## src/rtl/mips_ctrl_pkg.sv

```systemverilog
// -----------------------------------------------------------------------------
// mips_ctrl_pkg
//
// Shared definitions for the multi-cycle MIPS control unit:
//   - opcode constants for the supported instruction classes
//   - the 4-bit state encoding (codes are visible on the debug 'state' output)
//   - aluOp, aluSrcB and pcSource encodings
//   - op_supported(): whether an opcode is legal for a given build
//
// Opcode constants are 32 bits wide so they compare cleanly against an opcode
// field of any width up to 32 once it has been zero-extended.
// -----------------------------------------------------------------------------
package mips_ctrl_pkg;

    // Opcode field values (IR[31:26])
    localparam logic [31:0] OP_RTYPE = 32'd0;
    localparam logic [31:0] OP_J     = 32'd2;
    localparam logic [31:0] OP_BEQ   = 32'd4;
    localparam logic [31:0] OP_ADDI  = 32'd8;
    localparam logic [31:0] OP_LW    = 32'd35;
    localparam logic [31:0] OP_SW    = 32'd43;

    // Controller states; codes 12..15 are unused and recover to FETCH
    typedef enum logic [3:0] {
        S_FETCH     = 4'd0,
        S_DECODE    = 4'd1,
        S_MEM_ADDR  = 4'd2,
        S_MEM_READ  = 4'd3,
        S_MEM_WB    = 4'd4,
        S_MEM_WRITE = 4'd5,
        S_R_EXEC    = 4'd6,
        S_R_WB      = 4'd7,
        S_BRANCH    = 4'd8,
        S_JUMP      = 4'd9,
        S_ADDI_EXEC = 4'd10,
        S_ADDI_WB   = 4'd11
    } state_e;

    // ALU operation requested from the ALU control block
    localparam logic [1:0] ALU_ADD   = 2'b00;
    localparam logic [1:0] ALU_SUB   = 2'b01;
    localparam logic [1:0] ALU_FUNCT = 2'b10;

    // ALU B-input select
    localparam logic [1:0] SRCB_B       = 2'b00;
    localparam logic [1:0] SRCB_FOUR    = 2'b01;
    localparam logic [1:0] SRCB_IMM     = 2'b10;
    localparam logic [1:0] SRCB_IMM_SH2 = 2'b11;

    // Next-PC source select
    localparam logic [1:0] PCSRC_ALU    = 2'b00;
    localparam logic [1:0] PCSRC_ALUOUT = 2'b01;
    localparam logic [1:0] PCSRC_JUMP   = 2'b10;

    // True when the opcode is executable in this build. j and addi are
    // optional; everything outside the table is illegal.
    function automatic logic op_supported(input logic [31:0] op,
                                          input logic        en_jump,
                                          input logic        en_addi);
        logic ok;
        ok = 1'b0;
        case (op)
            OP_RTYPE, OP_BEQ, OP_LW, OP_SW: ok = 1'b1;
            OP_J:                           ok = en_jump;
            OP_ADDI:                        ok = en_addi;
            default:                        ok = 1'b0;
        endcase
        return ok;
    endfunction

endpackage : mips_ctrl_pkg

```

## src/rtl/multi_cycle_control_if.sv

```systemverilog
// -----------------------------------------------------------------------------
// multi_cycle_control_if
//
// Bundle between the multi-cycle control unit and its datapath.
//   Inputs to the controller : opCode (IR[31:26]), memReady
//   Outputs from controller  : PC/IR/memory/register-file enables, mux selects,
//                              aluOp, illegalOp and instrDone strobes, state
//
// Modports:
//   master - the control unit (drives the enables/selects)
//   slave  - the datapath side (drives opCode and memReady)
// -----------------------------------------------------------------------------
interface multi_cycle_control_if #(
    parameter int OPCODE_W = 6,
    parameter int ALUOP_W  = 2
);
    logic [OPCODE_W-1:0] opCode;
    logic                memReady;

    logic                pcWrite;
    logic                pcWriteCond;
    logic                iorD;
    logic                memRead;
    logic                memWrite;
    logic                irWrite;
    logic                memToReg;
    logic                regDst;
    logic                regWrite;
    logic                aluSrcA;
    logic [1:0]          aluSrcB;
    logic [ALUOP_W-1:0]  aluOp;
    logic [1:0]          pcSource;
    logic                illegalOp;
    logic                instrDone;
    logic [3:0]          state;

    modport master (
        input  opCode, memReady,
        output pcWrite, pcWriteCond, iorD, memRead, memWrite, irWrite,
               memToReg, regDst, regWrite, aluSrcA, aluSrcB, aluOp,
               pcSource, illegalOp, instrDone, state
    );

    modport slave (
        output opCode, memReady,
        input  pcWrite, pcWriteCond, iorD, memRead, memWrite, irWrite,
               memToReg, regDst, regWrite, aluSrcA, aluSrcB, aluOp,
               pcSource, illegalOp, instrDone, state
    );

endinterface : multi_cycle_control_if

```

## src/rtl/multi_cycle_control_next_state.sv

```systemverilog
// -----------------------------------------------------------------------------
// ctrl_next_state
//
// Purely combinational next-state function of the multi-cycle controller.
//   state_i    : current state
//   opCode_i   : instruction opcode, stable from DECODE until back in FETCH
//   memReady_i : memory completes the current access this cycle
//   state_o    : next state
//   opLegal_o  : opCode_i is executable in this build (j/addi optional)
// -----------------------------------------------------------------------------
module ctrl_next_state
    import mips_ctrl_pkg::*;
#(
    parameter int OPCODE_W    = 6,
    parameter bit ENABLE_JUMP = 1'b1,
    parameter bit ENABLE_ADDI = 1'b1
) (
    input  state_e              state_i,
    input  logic [OPCODE_W-1:0] opCode_i,
    input  logic                memReady_i,
    output state_e              state_o,
    output logic                opLegal_o
);

    logic [31:0] op_ext;

    assign op_ext    = 32'(opCode_i);
    assign opLegal_o = op_supported(op_ext, ENABLE_JUMP, ENABLE_ADDI);

    always_comb begin
        state_o = S_FETCH;
        case (state_i)
            S_FETCH:     state_o = memReady_i ? S_DECODE : S_FETCH;
            S_DECODE: begin
                // Disabled or unknown opcodes fall through to FETCH
                if (opLegal_o) begin
                    case (op_ext)
                        OP_LW, OP_SW: state_o = S_MEM_ADDR;
                        OP_RTYPE:     state_o = S_R_EXEC;
                        OP_BEQ:       state_o = S_BRANCH;
                        OP_J:         state_o = S_JUMP;
                        OP_ADDI:      state_o = S_ADDI_EXEC;
                        default:      state_o = S_FETCH;
                    endcase
                end
            end
            // Only lw and sw reach MEM_ADDR, so anything but sw is a load
            S_MEM_ADDR:  state_o = (op_ext == OP_SW) ? S_MEM_WRITE : S_MEM_READ;
            S_MEM_READ:  state_o = memReady_i ? S_MEM_WB : S_MEM_READ;
            S_MEM_WRITE: state_o = memReady_i ? S_FETCH : S_MEM_WRITE;
            S_R_EXEC:    state_o = S_R_WB;
            S_ADDI_EXEC: state_o = S_ADDI_WB;
            S_MEM_WB, S_R_WB, S_BRANCH, S_JUMP, S_ADDI_WB:
                         state_o = S_FETCH;
            default:     state_o = S_FETCH;
        endcase
    end

endmodule : ctrl_next_state

```

## src/rtl/multi_cycle_control.sv

```systemverilog
// -----------------------------------------------------------------------------
// multi_cycle_control
//
// Moore control unit for a multi-cycle MIPS datapath with shared memory and a
// shared ALU. Each instruction takes 3..5 states; memReady stalls FETCH,
// MEM_READ and MEM_WRITE one cycle at a time.
//
// Ports:
//   clk    : clock, all state changes on the rising edge
//   reset  : synchronous, active-high; state returns to FETCH on the next edge
//   bus    : master side of multi_cycle_control_if
//            in : opCode, memReady
//            out: pcWrite, pcWriteCond, iorD, memRead, memWrite, irWrite,
//                 memToReg, regDst, regWrite, aluSrcA, aluSrcB, aluOp,
//                 pcSource, illegalOp, instrDone, state
//
// Outputs are a function of the registered state, except pcWrite/irWrite in
// FETCH (qualified by memReady), instrDone in MEM_WRITE (memReady) and
// illegalOp/instrDone in DECODE (opcode legality).
// -----------------------------------------------------------------------------
module multi_cycle_control
    import mips_ctrl_pkg::*;
#(
    parameter int OPCODE_W    = 6,
    parameter int ALUOP_W     = 2,
    parameter bit ENABLE_JUMP = 1'b1,
    parameter bit ENABLE_ADDI = 1'b1
) (
    input  logic                   clk,
    input  logic                   reset,
    multi_cycle_control_if.master  bus
);

    state_e state_q;
    state_e state_d;
    logic   op_legal;

    ctrl_next_state #(
        .OPCODE_W    (OPCODE_W),
        .ENABLE_JUMP (ENABLE_JUMP),
        .ENABLE_ADDI (ENABLE_ADDI)
    ) u_next_state (
        .state_i    (state_q),
        .opCode_i   (bus.opCode),
        .memReady_i (bus.memReady),
        .state_o    (state_d),
        .opLegal_o  (op_legal)
    );

    always_ff @(posedge clk) begin
        if (reset) begin
            state_q <= S_FETCH;
        end else begin
            state_q <= state_d;
        end
    end

    always_comb begin
        bus.pcWrite     = 1'b0;
        bus.pcWriteCond = 1'b0;
        bus.iorD        = 1'b0;
        bus.memRead     = 1'b0;
        bus.memWrite    = 1'b0;
        bus.irWrite     = 1'b0;
        bus.memToReg    = 1'b0;
        bus.regDst      = 1'b0;
        bus.regWrite    = 1'b0;
        bus.aluSrcA     = 1'b0;
        bus.aluSrcB     = SRCB_B;
        bus.aluOp       = ALUOP_W'(ALU_ADD);
        bus.pcSource    = PCSRC_ALU;
        bus.illegalOp   = 1'b0;
        bus.instrDone   = 1'b0;
        bus.state       = state_q;

        case (state_q)
            S_FETCH: begin
                // PC+4 and the IR load only commit once memory delivers
                bus.memRead  = 1'b1;
                bus.aluSrcB  = SRCB_FOUR;
                bus.aluOp    = ALUOP_W'(ALU_ADD);
                bus.pcSource = PCSRC_ALU;
                bus.pcWrite  = bus.memReady;
                bus.irWrite  = bus.memReady;
            end
            S_DECODE: begin
                // Speculative branch target PC + (imm << 2) into ALUOut
                bus.aluSrcB   = SRCB_IMM_SH2;
                bus.aluOp     = ALUOP_W'(ALU_ADD);
                bus.illegalOp = ~op_legal;
                bus.instrDone = ~op_legal;
            end
            S_MEM_ADDR, S_ADDI_EXEC: begin
                bus.aluSrcA = 1'b1;
                bus.aluSrcB = SRCB_IMM;
                bus.aluOp   = ALUOP_W'(ALU_ADD);
            end
            S_MEM_READ: begin
                bus.memRead = 1'b1;
                bus.iorD    = 1'b1;
            end
            S_MEM_WB: begin
                bus.regWrite  = 1'b1;
                bus.memToReg  = 1'b1;
                bus.regDst    = 1'b0;
                bus.instrDone = 1'b1;
            end
            S_MEM_WRITE: begin
                bus.memWrite  = 1'b1;
                bus.iorD      = 1'b1;
                bus.instrDone = bus.memReady;
            end
            S_R_EXEC: begin
                bus.aluSrcA = 1'b1;
                bus.aluSrcB = SRCB_B;
                bus.aluOp   = ALUOP_W'(ALU_FUNCT);
            end
            S_R_WB: begin
                bus.regWrite  = 1'b1;
                bus.regDst    = 1'b1;
                bus.memToReg  = 1'b0;
                bus.instrDone = 1'b1;
            end
            S_BRANCH: begin
                // A - B sets the zero flag; the PC takes ALUOut only if zero
                bus.aluSrcA     = 1'b1;
                bus.aluSrcB     = SRCB_B;
                bus.aluOp       = ALUOP_W'(ALU_SUB);
                bus.pcWriteCond = 1'b1;
                bus.pcSource    = PCSRC_ALUOUT;
                bus.instrDone   = 1'b1;
            end
            S_JUMP: begin
                bus.pcWrite   = 1'b1;
                bus.pcSource  = PCSRC_JUMP;
                bus.instrDone = 1'b1;
            end
            S_ADDI_WB: begin
                bus.regWrite  = 1'b1;
                bus.regDst    = 1'b0;
                bus.memToReg  = 1'b0;
                bus.instrDone = 1'b1;
            end
            default: begin
                // Unused codes: all strobes stay at their inactive defaults
            end
        endcase
    end

endmodule : multi_cycle_control

```

## src/flat_wrapper.sv

```systemverilog
// flat-port wrapper written by rule: the top's interface ports become plain ports
module multi_cycle_control_flat import mips_ctrl_pkg::*;
#(
    parameter int OPCODE_W    = 6,
    parameter int ALUOP_W     = 2,
    parameter bit ENABLE_JUMP = 1'b1,
    parameter bit ENABLE_ADDI = 1'b1
)
  (clk, reset, bus_opCode, bus_memReady, bus_pcWrite, bus_pcWriteCond, bus_iorD, bus_memRead, bus_memWrite, bus_irWrite, bus_memToReg, bus_regDst, bus_regWrite, bus_aluSrcA, bus_aluSrcB, bus_aluOp, bus_pcSource, bus_illegalOp, bus_instrDone, bus_state);
  multi_cycle_control_if #(.OPCODE_W(OPCODE_W), .ALUOP_W(ALUOP_W)) bus_i ();
  input  logic clk;
  input  logic reset;
  input wire logic [$bits(bus_i.opCode)-1:0] bus_opCode;
  input wire logic [$bits(bus_i.memReady)-1:0] bus_memReady;
  output wire logic [$bits(bus_i.pcWrite)-1:0] bus_pcWrite;
  output wire logic [$bits(bus_i.pcWriteCond)-1:0] bus_pcWriteCond;
  output wire logic [$bits(bus_i.iorD)-1:0] bus_iorD;
  output wire logic [$bits(bus_i.memRead)-1:0] bus_memRead;
  output wire logic [$bits(bus_i.memWrite)-1:0] bus_memWrite;
  output wire logic [$bits(bus_i.irWrite)-1:0] bus_irWrite;
  output wire logic [$bits(bus_i.memToReg)-1:0] bus_memToReg;
  output wire logic [$bits(bus_i.regDst)-1:0] bus_regDst;
  output wire logic [$bits(bus_i.regWrite)-1:0] bus_regWrite;
  output wire logic [$bits(bus_i.aluSrcA)-1:0] bus_aluSrcA;
  output wire logic [$bits(bus_i.aluSrcB)-1:0] bus_aluSrcB;
  output wire logic [$bits(bus_i.aluOp)-1:0] bus_aluOp;
  output wire logic [$bits(bus_i.pcSource)-1:0] bus_pcSource;
  output wire logic [$bits(bus_i.illegalOp)-1:0] bus_illegalOp;
  output wire logic [$bits(bus_i.instrDone)-1:0] bus_instrDone;
  output wire logic [$bits(bus_i.state)-1:0] bus_state;
  assign bus_i.opCode = bus_opCode;
  assign bus_i.memReady = bus_memReady;
  assign bus_pcWrite = bus_i.pcWrite;
  assign bus_pcWriteCond = bus_i.pcWriteCond;
  assign bus_iorD = bus_i.iorD;
  assign bus_memRead = bus_i.memRead;
  assign bus_memWrite = bus_i.memWrite;
  assign bus_irWrite = bus_i.irWrite;
  assign bus_memToReg = bus_i.memToReg;
  assign bus_regDst = bus_i.regDst;
  assign bus_regWrite = bus_i.regWrite;
  assign bus_aluSrcA = bus_i.aluSrcA;
  assign bus_aluSrcB = bus_i.aluSrcB;
  assign bus_aluOp = bus_i.aluOp;
  assign bus_pcSource = bus_i.pcSource;
  assign bus_illegalOp = bus_i.illegalOp;
  assign bus_instrDone = bus_i.instrDone;
  assign bus_state = bus_i.state;
  multi_cycle_control #(.OPCODE_W(OPCODE_W), .ALUOP_W(ALUOP_W), .ENABLE_JUMP(ENABLE_JUMP), .ENABLE_ADDI(ENABLE_ADDI)) u_core (.clk(clk), .reset(reset), .bus(bus_i));
endmodule
```

## config.mk

```make
export PLATFORM = sky130hd
export DESIGN_NAME = multi_cycle_control_flat
export DESIGN_NICKNAME = d
export VERILOG_FILES = /design/src/rtl/mips_ctrl_pkg.sv /design/src/rtl/multi_cycle_control_if.sv /design/src/rtl/multi_cycle_control_next_state.sv /design/src/rtl/multi_cycle_control.sv /design/src/flat_wrapper.sv
export SDC_FILE = /design/constraint.sdc
export NUM_CORES = 1
export LEC_CHECK = 0
export ABC_AREA = 0
export CORE_UTILIZATION = 40
export DETAILED_ROUTE_END_ITERATION = 10
export PLACE_DENSITY = 0.8
export RECOVER_POWER = 25
export REMOVE_ABC_BUFFERS = 1
export SETUP_SLACK_MARGIN = 0.15
export SLEW_MARGIN = 15
export SYNTH_ARGS = -nofsm -noshare
export SYNTH_HDL_FRONTEND = slang
export SYNTH_SLANG_ARGS = --single-unit
```

## constraint.sdc

```tcl
create_clock -name clk -period 3.8 [get_ports clk]
set_input_delay 0.76 -clock clk [delete_from_list [all_inputs] [get_ports clk]]
set_output_delay 0.76 -clock clk [all_outputs]
set_load 0.005 [all_outputs]
```

Yosys cells after proc, flatten, opt, wreduce, memory -nomap -nowiden
Cells that the tools add are included.
{ "word_totals": {"ff_bits": 4, "wordCells": 51, "input_bits": 9} }
{ "classes": {"reduce_logical": 10, "n_eq_ne": 16, "bitwise": 1, "muxes": 23} }
{ "op_table": {"columns": ["cell", "count"], "rows": [
  ["logical NOT 32 bit", 1],
  ["case mux 4 bit (7 select lines)", 1],
  ["case mux 4 bit (5 select lines)", 1],
  ["equality test 4 x 3 -> 1 bit, second input constant", 4],
  ["equality test 4 bit, second input constant", 4],
  ["equality test 6 bit, second input constant", 2],
  ["two-way mux 1 bit", 12],
  ["two-way mux 3 bit", 3],
  ["equality test 4 x 2 -> 1 bit, second input constant", 2],
  ["case mux 2 bit (2 select lines)", 2],
  ["OR reduction 2 bit", 4],
  ["equality test 6 x 2 -> 1 bit, second input constant", 1],
  ["equality test 6 x 3 -> 1 bit, second input constant", 1],
  ["equality test 6 x 4 -> 1 bit, second input constant", 1],
  ["case mux 2 bit (3 select lines)", 1],
  ["OR reduction 6 bit", 1],
  ["OR reduction 5 bit", 1],
  ["equality test 4 x 1 -> 1 bit, second input constant", 1],
  ["logical NOT 4 bit", 1],
  ["two-way mux 4 bit", 1],
  ["OR reduction 4 bit", 1],
  ["case mux 1 bit (3 select lines)", 1],
  ["OR reduction 3 bit", 1],
  ["case mux 1 bit (2 select lines)", 1],
  ["inverter 1 bit", 1]
]} }

Logic depth before layout (Yosys ltp)
Gate-level depths: netlist of the first run.
{ "logic_depth": {"word_depth": 5, "depth_mapped": 6} }

Modules after synthesis
A second synthesis of the first run with hierarchy kept.
{ "unflattened": {"hier_cells": 94, "area_unflattened_um2": 660.6} }
{ "by_module_without_submodules": {"columns": ["module", "instances", "area_each_um2", "cells_each"], "rows": [
  ["multi_cycle_control", 1, 345.3, 47],
  ["ctrl_next_state", 1, 315.3, 47]
]} }

Least setup slack after synthesis of the first run
Ideal clock, no wire load.
{ "synth_timing": {"kind": "input-to-output", "startpoint": "input port bus_opCode[0]", "endpoint": "output port bus_instrDone", "t_arrival_ps": 1541, "required_time_ps": 3040, "path_slack_ps": 1499, "path_stages": 4, "cell_sequence": "nor3_1 > and3b_1 > and4b_1 > a31o_1"} }
{ "synth_via": {"elab_chain_cells": 5, "elab_cells_between_ends": 10, "cone_classes": "eq/ne (5); mux (2); bitwise (1); reduce/logical (2)"} }
{ "synth_rtl": {"columns": ["element", "line", "rtl"], "rows": [
  ["from (decl)", "flat_wrapper.sv:13", "input wire logic [$bits(bus_i.opCode)-1:0] bus_opCode;"],
  ["logical NOT 32 bit (tied with other cells)", "mips_ctrl_pkg.sv:62", "case (op)"],
  ["OR reduction 6 bit (no line) *", null, null],
  ["two-way mux 1 bit *", "mips_ctrl_pkg.sv:62", null],
  ["inverter 1 bit *", "multi_cycle_control.sv:91", "bus.instrDone = ~op_legal;"],
  ["case mux 1 bit (3 select lines) *", "multi_cycle_control.sv:76", "case (state_q)"],
  ["to (decl)", "flat_wrapper.sv:29", "output wire logic [$bits(bus_i.instrDone)-1:0] bus_instrDone;"]
]} }
Every way passes the cells marked *; elsewhere a longest branch is shown, timed or not.

Worst setup path in the final report of the first run
{ "layout_timing": {"startpoint": "input port bus_opCode[3]", "endpoint": "output port bus_instrDone"} }
The elaborated chain is that of the path after synthesis.

==> results of run 1 <==
## synthesized netlist by cell type
library cell	number
nor2_1	12
a21oi_1	7
nand2_1	7
nor3_1	6
o21ai_0	6
buf_2	4
dfxtp_1	4
nand2b_1	4
inv_1	3
or2_1	3
and3_1	2
buf_4	2
buf_6	2
o22ai_1	2
xnor2_1	2
a211oi_1	1
a22oi_1	1
a31o_1	1
a31oi_1	1
a31oi_2	1
and3b_1	1
and4b_1	1
nand3_1	1
nor2_2	1
nor3b_1	1
nor4_4	1
o211ai_1	1
o21ai_1	1
o21bai_1	1
o22a_1	1
o32ai_1	1
xor2_1	1
## worst max-delay path by stage
stage,from,to,slack [ps],cells after the start
3_3_place_gp,bus_opCode[3],bus_instrDone,560,6
5_1_grt,bus_opCode[3],bus_instrDone,260,6
3_5_place_dp,bus_opCode[3],bus_instrDone,510,6
2_1_floorplan,bus_opCode[0],bus_instrDone,1500,4
4_1_cts,bus_opCode[3],bus_instrDone,510,6
6_report,bus_opCode[3],bus_instrDone,390,6
## cells by family after synthesis
group / after synthesis
AO/OA/AOI/OAI: 25
XOR/XNOR: 3
AND/OR/NAND/NOR: 40
buffers and inverters: 11
flip-flops: 4
## layout make-up
class / instances / area share
multi-input combinational: 68 / 0.481
sequential: 4 / 0.0962
clock buffer: 3 / 0.0271
timing repair buffer: 30 / 0.361
inverter: 3 / 0.0135
tap: 14 / 0.0211
## report_power, final
part           switching [W]  total [W]  leakage, nW  internal [W]
combinational      0.0000232  0.0000544        0.243     0.0000312
sequential        0.00000388  0.0000474       0.0325     0.0000436
clock              0.0000165  0.0000517       0.0138     0.0000352
## per-stage QoR
| step | cells | cell area, um^2 |
|---|---|---|
| final | 122 | 832 |
| after floorplan | 75 | 492 |
| after detailed placement | 119 | 810 |
| after global routing | 122 | 832 |
| after global placement | 119 | 810 |
| after CTS | 122 | 832 |
## worst max-delay path, stage by stage
cell             delay, ps
dlygate4sd3_1          600
nor3_1                 240
and3b_1                220
and4b_1                210
a31o_1                 180
clkdlybuf4s50_1        440
## metal layers
layer / vias to the layer above / GRT usage / routed length [um]
met1: 295 / 0.236 / 632
met2: 35 / 0.363 / 729
li1: 346 / - / -
met5: - / 0 / 0
met3: 2 / 0.0694 / 95
met4: 0 / 0.0431 / 15
==> results.json, run 1 <==
{
  "status": "complete, no violations",
  "worst_r2r_path_depth": 4,
  "synth_top_family_by_area": "simple AND/OR/NAND/NOR gates",
  "synth-xor-area-share": 0.0478,
  "rows": 12,
  "synth.top_cell.area_share": 0.146,
  "n_fill_cell": 111,
  "synth_simple_gate_area_share": 0.394,
  "hold_ws_ps": 682,
  "muxShareOfSynthArea": 0,
  "vias_per_cell": 5.56,
  "avgSynthCellArea_um2": 6.62,
  "endpoint_kind": "output port",
  "regArea_um2": 80.1,
  "total_power_w": 0.000154,
  "diodes": 0,
  "grt_util_all_layers": 0.206,
  "final_common_cell": "clkdlybuf4s50_1",
  "hold_depth": 2,
  "ioPinCount": 31,
  "whs_endpoint": "u_core.bus.state[1]",
  "nNetsFinal": 119,
  "cts-root-buf": "clkbuf_4",
  "grt_pass1_wl_mm": 2.17,
  "place_ws_ps": 508,
  "synth-seq-cells": 4,
  "num_vias": 678,
  "largest_register_ffs": 4,
  "layout_setup_ws_ps": 393,
  "relSlewSlack": 0.628,
  "yosysUniqueCellTypes": 32,
  "fmax_ghz": 0.294,
  "cts_tree": "yes",
  "cts_resized": 0,
  "gp_congestion": 0.790,
  "hold_buffers": 0,
  "p_leak_nw": 0.289,
  "seq_area_frac_synth": 0.146,
  "yosys-top-cells-area": "dfxtp_1, nor2_1, a21oi_1, nor3_1, o21ai_0",
  "tns_ps": 0,
  "multiInputGateArea_um2": 400,
  "dieArea_um2": 1530,
  "worstPathMaxFanout": 5,
  "r2r_end": "u_core.bus.state[2]",
  "synth_fa_ha_area_frac": 0,
  "worst_ep_arrival_time_ps": 2650,
  "grt_pass1_vias": 530,
  "reg2reg_slack_ps": 2270,
  "mostFrequentLayoutCells": "clkdlybuf4s50_1, nor2_1, nand2_1, a21oi_1",
  "cp.required_ps": 3040,
  "finalSetupViolations": 0,
  "drc": 0,
  "overflow": 0,
  "drtAntennaViolNets": 0,
  "period_share": 0.897,
  "hold_violations": 0,
  "die_x_um": 39.1,
  "cts_made_buffers": 3,
  "cts.clk_slew.worst_paths_ps": 40,
  "antenna_found_initial": 0,
  "power.density_nw_per_um2": 185,
  "grt_max_degree": 18,
  "cap_violations": 0,
  "initial_core_util": 0.463,
  "clock_skew_ps": 6.37,
  "fin_util": 0.701,
  "yosys.area.top_type": "dfxtp_1",
  "peakVddDrop_uv": 244,
  "postCtsSetupBuffers": 0,
  "yosys_warnings": 0,
  "synth_area_um2": 549,
  "start_kind": "primary input",
  "syn_inst": 83,
  "floorplan.die.height_um": 39.1,
  "area_delta_synth_final_pct": 51.5,
  "wirelength_mm": 1.47,
  "hp-class": "reg -> reg",
  "period_minus_slack_ps": 3410,
  "timing.rr.start": "u_core.bus.state[2]",
  "wl_per_cell_um": 12.1,
  "critical_path_class": "in -> out",
  "dp_hpwl_mm": 1.16,
  "coreArea_um2": 1190,
  "firstDrtPassIters": 4,
  "htreeDepth": 1,
  "port_buffers": 30,
  "cts.path.max_buffers": 2,
  "first_iter_violations": 20,
  "worst_slew_pin_slew_ps": 557,
  "cts_num_sinks": 4,
  "clock_latency_ps": 230,
  "final_max_slew_viol_count": 0,
  "rsz0062_at_grt": "no",
  "drive_gt1_frac": 0.0556,
  "min_from": "u_core.bus.state[1]",
  "synth_compound_area_frac": 0.287
}
(Power assumes the default switching activity.)
==> run 2: changes to the inputs <==
Settings changed: SKIP_LAST_GASP set to 1.
==> results of run 2 <==
Final layout, timing and power as in run 1 (identical DEF).
==> patch 1 (flow settings as in run 2) <==
`ENABLE_ADDI` is set to 1'b1 in 3 places; all go to 1'b0.
--- a/src/rtl/multi_cycle_control_next_state.sv
+++ b/src/rtl/multi_cycle_control_next_state.sv
@@ -13,7 +13,7 @@
 #(
     parameter int OPCODE_W    = 6,
     parameter bit ENABLE_JUMP = 1'b1,
-    parameter bit ENABLE_ADDI = 1'b1
+    parameter bit ENABLE_ADDI = 1'b0
 ) (
     input  state_e              state_i,
     input  logic [OPCODE_W-1:0] opCode_i,
--- a/src/rtl/multi_cycle_control.sv
+++ b/src/rtl/multi_cycle_control.sv
@@ -24,7 +24,7 @@
     parameter int OPCODE_W    = 6,
     parameter int ALUOP_W     = 2,
     parameter bit ENABLE_JUMP = 1'b1,
-    parameter bit ENABLE_ADDI = 1'b1
+    parameter bit ENABLE_ADDI = 1'b0
 ) (
     input  logic                   clk,
     input  logic                   reset,
--- a/src/flat_wrapper.sv
+++ b/src/flat_wrapper.sv
@@ -4,7 +4,7 @@
     parameter int OPCODE_W    = 6,
     parameter int ALUOP_W     = 2,
     parameter bit ENABLE_JUMP = 1'b1,
-    parameter bit ENABLE_ADDI = 1'b1
+    parameter bit ENABLE_ADDI = 1'b0
 )
   (clk, reset, bus_opCode, bus_memReady, bus_pcWrite, bus_pcWriteCond, bus_iorD, bus_memRead, bus_memWrite, bus_irWrite, bus_memToReg, bus_regDst, bus_regWrite, bus_aluSrcA, bus_aluSrcB, bus_aluOp, bus_pcSource, bus_illegalOp, bus_instrDone, bus_state);
   multi_cycle_control_if #(.OPCODE_W(OPCODE_W), .ALUOP_W(ALUOP_W)) bus_i ();
Formal check against the unedited RTL: not equivalent (Yosys sat finds a counterexample within 4 cycles, from zero or initial values and one cycle with reset high).
==> patch 1 against run 2 <==
Wire length rose by 14%; critical endpoint unchanged; sequential cell count did not move; total power fell by 8.0%; highest routed layer is now met3; combinational power fell by 24%; worst setup slack got worse by 0.082 ns; final area rose by 2.6%; synthesized area rose by 3.0%.
==> patch 1: results (changes against run 2) <==
share of cells above drive strength 1=4.59% (-0.97 points); Area contributors post-synth=dfxtp_1 14%, nand2b_1 10%, a21oi_1 9.7%; CP startpoint=bus_opCode[2]; fraction of area in registers=9.38% (-0.24 points); DP Wirelength=1.23 mm (+5.7%); Combinational Power Share=29.1% (-6.3 points); CP arrival=2.73 ns (+0.08 ns); DR WL met2=857 um (+18%); vias in the first global route=574 (+8.3%); Post-synth top cells=11 x a21oi_1, 9 x nand2b_1, 9 x nor2_1; DR top layer=met3; Netlist cell types=31 (-3.1%); period utilization=91.8% (+2.1 points); nonclk inv count=1 (-2); Post-Syn Area per Cell=6.73 um^2 (+1.7%); Non-clock buffer share=35.2% (-0.90 points); Area after DPL=846 um^2 (+4.5%); TAP cells=15 (+1); first-pass GRT wire length=2.49 mm (+15%); DR WL/cell=13.6 um (+13%); Peak VDD IR=123 uV (-49%); worst r2r src=u_core.bus.state[0]; synth warn=0 (unchanged); met1 wire length=715 um (+13%); grt met1 use=27.3% (+3.6 points); status=complete, no violations; WHS Endpoint=u_core.bus.state[0]; multi-input gates=71 (+4.4%); critical hold path startpoint=u_core.bus.state[3]; Lkg Pwr=0.290 nW (+0.12%); slew margin rel.=63.1% (+0.26 points); switching share of power=27.4% (-0.96 points); Hold Slack=0.834 ns (+0.151 ns); area occupied by multi-input gates=428 um^2 (+6.9%); Vias/cell=5.88 (+5.8%); CP Max Fanout=6 (+1); clock-cell share of area=2.64% (-0.067 points); overall routing resource usage=23.2% (+2.6 points); fill count=123 (+11%); FFs & Latches=4 (unchanged); Clock Path Buffers=2 (unchanged); Comb group=0.0000411 W (-24%); Fin Clk Skew=0.00110 ns (-0.00527 ns); Power Sequential=0.0000459 W (-3%); via count=729 (+7.5%); Max Cap Viol=0 (unchanged); met2 Usage GRT=41.0% (+4.7 points); Placement Setup Slack=0.431 ns (-0.0778 ns); grt met3 use=6.25% (-0.69 points); r2r setup slk=1.93 ns (-0.34 ns)
## patch 1: changes by cell type in the layout (fill, tap and decap cells not counted), moves of 2 or more
cell / run 2 / this run
nand2b_1: 4 / 9
inv_1: 3 / 1
nor2_1: 12 / 9
nand2_1: 7 / 3
and3_1: 2 / 0
nor4_1: 0 / 2
a2111o_1: 0 / 2
or3_1: 0 / 4
or2_1: 3 / 1
o21bai_1: 1 / 3
a21oi_1: 7 / 11
nand3_1: 1 / 3
o21ai_0: 6 / 4
## patch 1: cell families (layout without fill, tap and decap cells)
group | Yosys count | in the layout | share of synthesized area, %
AO/OA/AOI/OAI | 26 | 26 | 29.6
XOR/XNOR | 2 | 2 | 3.10
buffers and inverters | 9 | 34 | 7.52
flip-flops | 4 | 4 | 14.2
AND/OR/NAND/NOR | 43 | 43 | 45.6
## patch 1: critical path, cell delays in order
cell and delay (ns):
dlygate4sd3_1 0.62, a2111o_1 0.47, a21o_1 0.20, a21oi_1 0.14, a221oi_1 0.06, clkdlybuf4s50_1 0.48
==> patch 2 (settings of run 2) <==
Without the edit above. Make the reset (`reset`) asynchronous in one clocked block.
--- a/src/rtl/multi_cycle_control.sv
+++ b/src/rtl/multi_cycle_control.sv
@@ -47,7 +47,7 @@
         .opLegal_o  (op_legal)
     );
 
-    always_ff @(posedge clk) begin
+    always_ff @(posedge clk or posedge reset) begin
         if (reset) begin
             state_q <= S_FETCH;
         end else begin
Formal check against the unedited RTL: differs if reset is asserted again (counterexample within 4 cycles, from zero or initial values and one cycle with reset high); with reset held inactive, the same outputs for 10 cycles.
==> patch 2 against run 2 <==
Cell count down 3.3%; first-iteration DRC count down 15%; worst setup slack better by 0.034 ns; via count down 4.6%; global-route usage up 2.6 points; synthesized area down 2.1%; sequential cell count unchanged; count of clock-buffer cells in the layout unchanged; wire length down 5.3%; final area up 0.15%; critical path type unchanged.
Power is left out: it rests on default switching activity, and per cell area and clock period it moved more than threefold.
==> patch 2: results (changes against run 2) <==
fill count=121 (+9.0%); Largest register FFs=4 (unchanged); Clock transition at path regs=0.04 ns (about the same); Fin Clk Skew=0.00878 ns (+0.00241 ns); DRT Pass-1 Iters=4 (unchanged); post-route cell area=833 um^2 (+0.15%); post-cts resize count=0 (unchanged); CTS Root Cell=clkbuf_4; worst r2r src=u_core.bus.state[2]; worst hold stages=1 (-1); Slew Limit Fails=0 (unchanged); vias in the first global route=580 (+9.4%); Reg2Reg Capture Point=u_core.bus.state[2]; antenna violations before repair=0 (unchanged); WHS Endpoint=u_core.bus.state[3]; Seq/Total Area, Yosys=18.6% (+4.0 points); HP Class=reg -> reg; asr flop ratio synth=100% (+100 points); Hold Slack=0.828 ns (+0.146 ns); Placed Cells=115 (-3.4%); Final GP Congestion=0.793 (+0.43%); dominant synthesized flop cell=dfrtp_1; share of cells above drive strength 1=3.85% (-1.7 points); critical hold path startpoint=u_core.bus.state[2]; DP Wirelength=1.07 mm (-8.2%); status=complete, no violations; Synth Area in Compound Gates=20.5% (-8.2 points); multiplexer area fraction after synthesis=0% (unchanged); Clock Path Buffers=2 (unchanged); r2r setup slk=2.28 ns; Area after DPL=811 um^2 (+0.15%); via count=647 (-4.6%); # nets final=115 (-3.4%); CP Max Fanout=6 (+1); Cells after Synth=79 (-4.8%); Synth Area in Adders=0% (unchanged); Ant. Diodes=0 (unchanged); overall routing resource usage=23.2% (+2.6 points); Vias/cell=5.48 (-1.3%); largest net degree at the start of global routing=22 (+4); clk_lat worst skew=0.24 ns; IO Port Bufs=30 (unchanged); Area contributors post-synth=dfrtp_1 19%, nor2_1 7.7%, buf_2 5.6%; slew margin rel.=58.4% (-4.4 points); DR WL/cell=11.8 um (-2.1%); synth warn=0 (unchanged); Initial DRC Count=17 (-15%); Placement Setup Slack=0.529 ns (+0.0204 ns); Post-Synth XOR/XNOR Area=4.88% (+0.10 points); Post-CTS Setup Inserts=0 (unchanged); CTS H-Tree Depth=1 (unchanged); Netlist cell types=31 (-3.1%); first-pass GRT wire length=2.41 mm (+11%); CTS buffer count=3 (unchanged); Worst Reg-to-Reg Cells=4 (unchanged); Post-synth top cells=11 x nor2_1, 6 x buf_2, 5 x nand2_1, 5 x nor3_1; CP arrival=2.61 ns (-0.04 ns)
==> patch 2: cell count changes in the layout (fill, tap and decap cells not counted), moves of 3 or more <==
cell,run 2,this run
dfxtp_1,4,0
a21oi_1,7,4
dfrtp_1,0,4
o21ai_0,6,2
==> patch 2: area by class of cell <==
type	count	area, um^2	share of cell area, %
Tap cell	14	17.5	2.10
Inverter	3	11.3	1.35
Timing Repair Buffer	30	300	36.0
Clock buffer	3	22.5	2.70
Multi-Input combinational cell	64	382	45.8
Sequential cell	4	100	12.0
==> patch 2: routing by layer <==
layer / wire (um) / track usage (%) / up-vias
met1: 634 / 30.1 / 288
li1: - / - / 337
met3: 62 / 5.78 / 0
met2: 698 / 34.6 / 22
met5: 0 / 0 / -
met4: 0 / 12.1 / 0
==> patch 2: logic make-up (layout without fill, tap and decap cells) <==
kind of cell,Yosys count,in the layout
simple gates,44,44
xor+xnor,3,3
flops,4,4
buf+inv,11,36
compound gates,17,17
==> patch 2: how the worst max path moves through the flow <==
| stage | startpoint | end | slack, ns | depth (start not counted) |
|---|---|---|---|---|
| after floorplan | bus_opCode[0] | bus_instrDone | 1.51 | 4 |
| after global placement | bus_opCode[2] | bus_instrDone | 0.54 | 6 |
| after detailed placement | bus_opCode[0] | bus_instrDone | 0.53 | 6 |
| after CTS | bus_opCode[0] | bus_instrDone | 0.52 | 6 |
| after global routing | bus_memReady | bus_instrDone | 0.33 | 6 |
| final | bus_memReady | bus_instrDone | 0.43 | 6 |
==> patch 2: critical path, stage by stage <==
cell and delay (ns):
dlygate4sd3_1 0.61, or3b_1 0.37, a21oi_1 0.14, a211oi_1 0.06, or2_1 0.23, clkdlybuf4s50_1 0.44
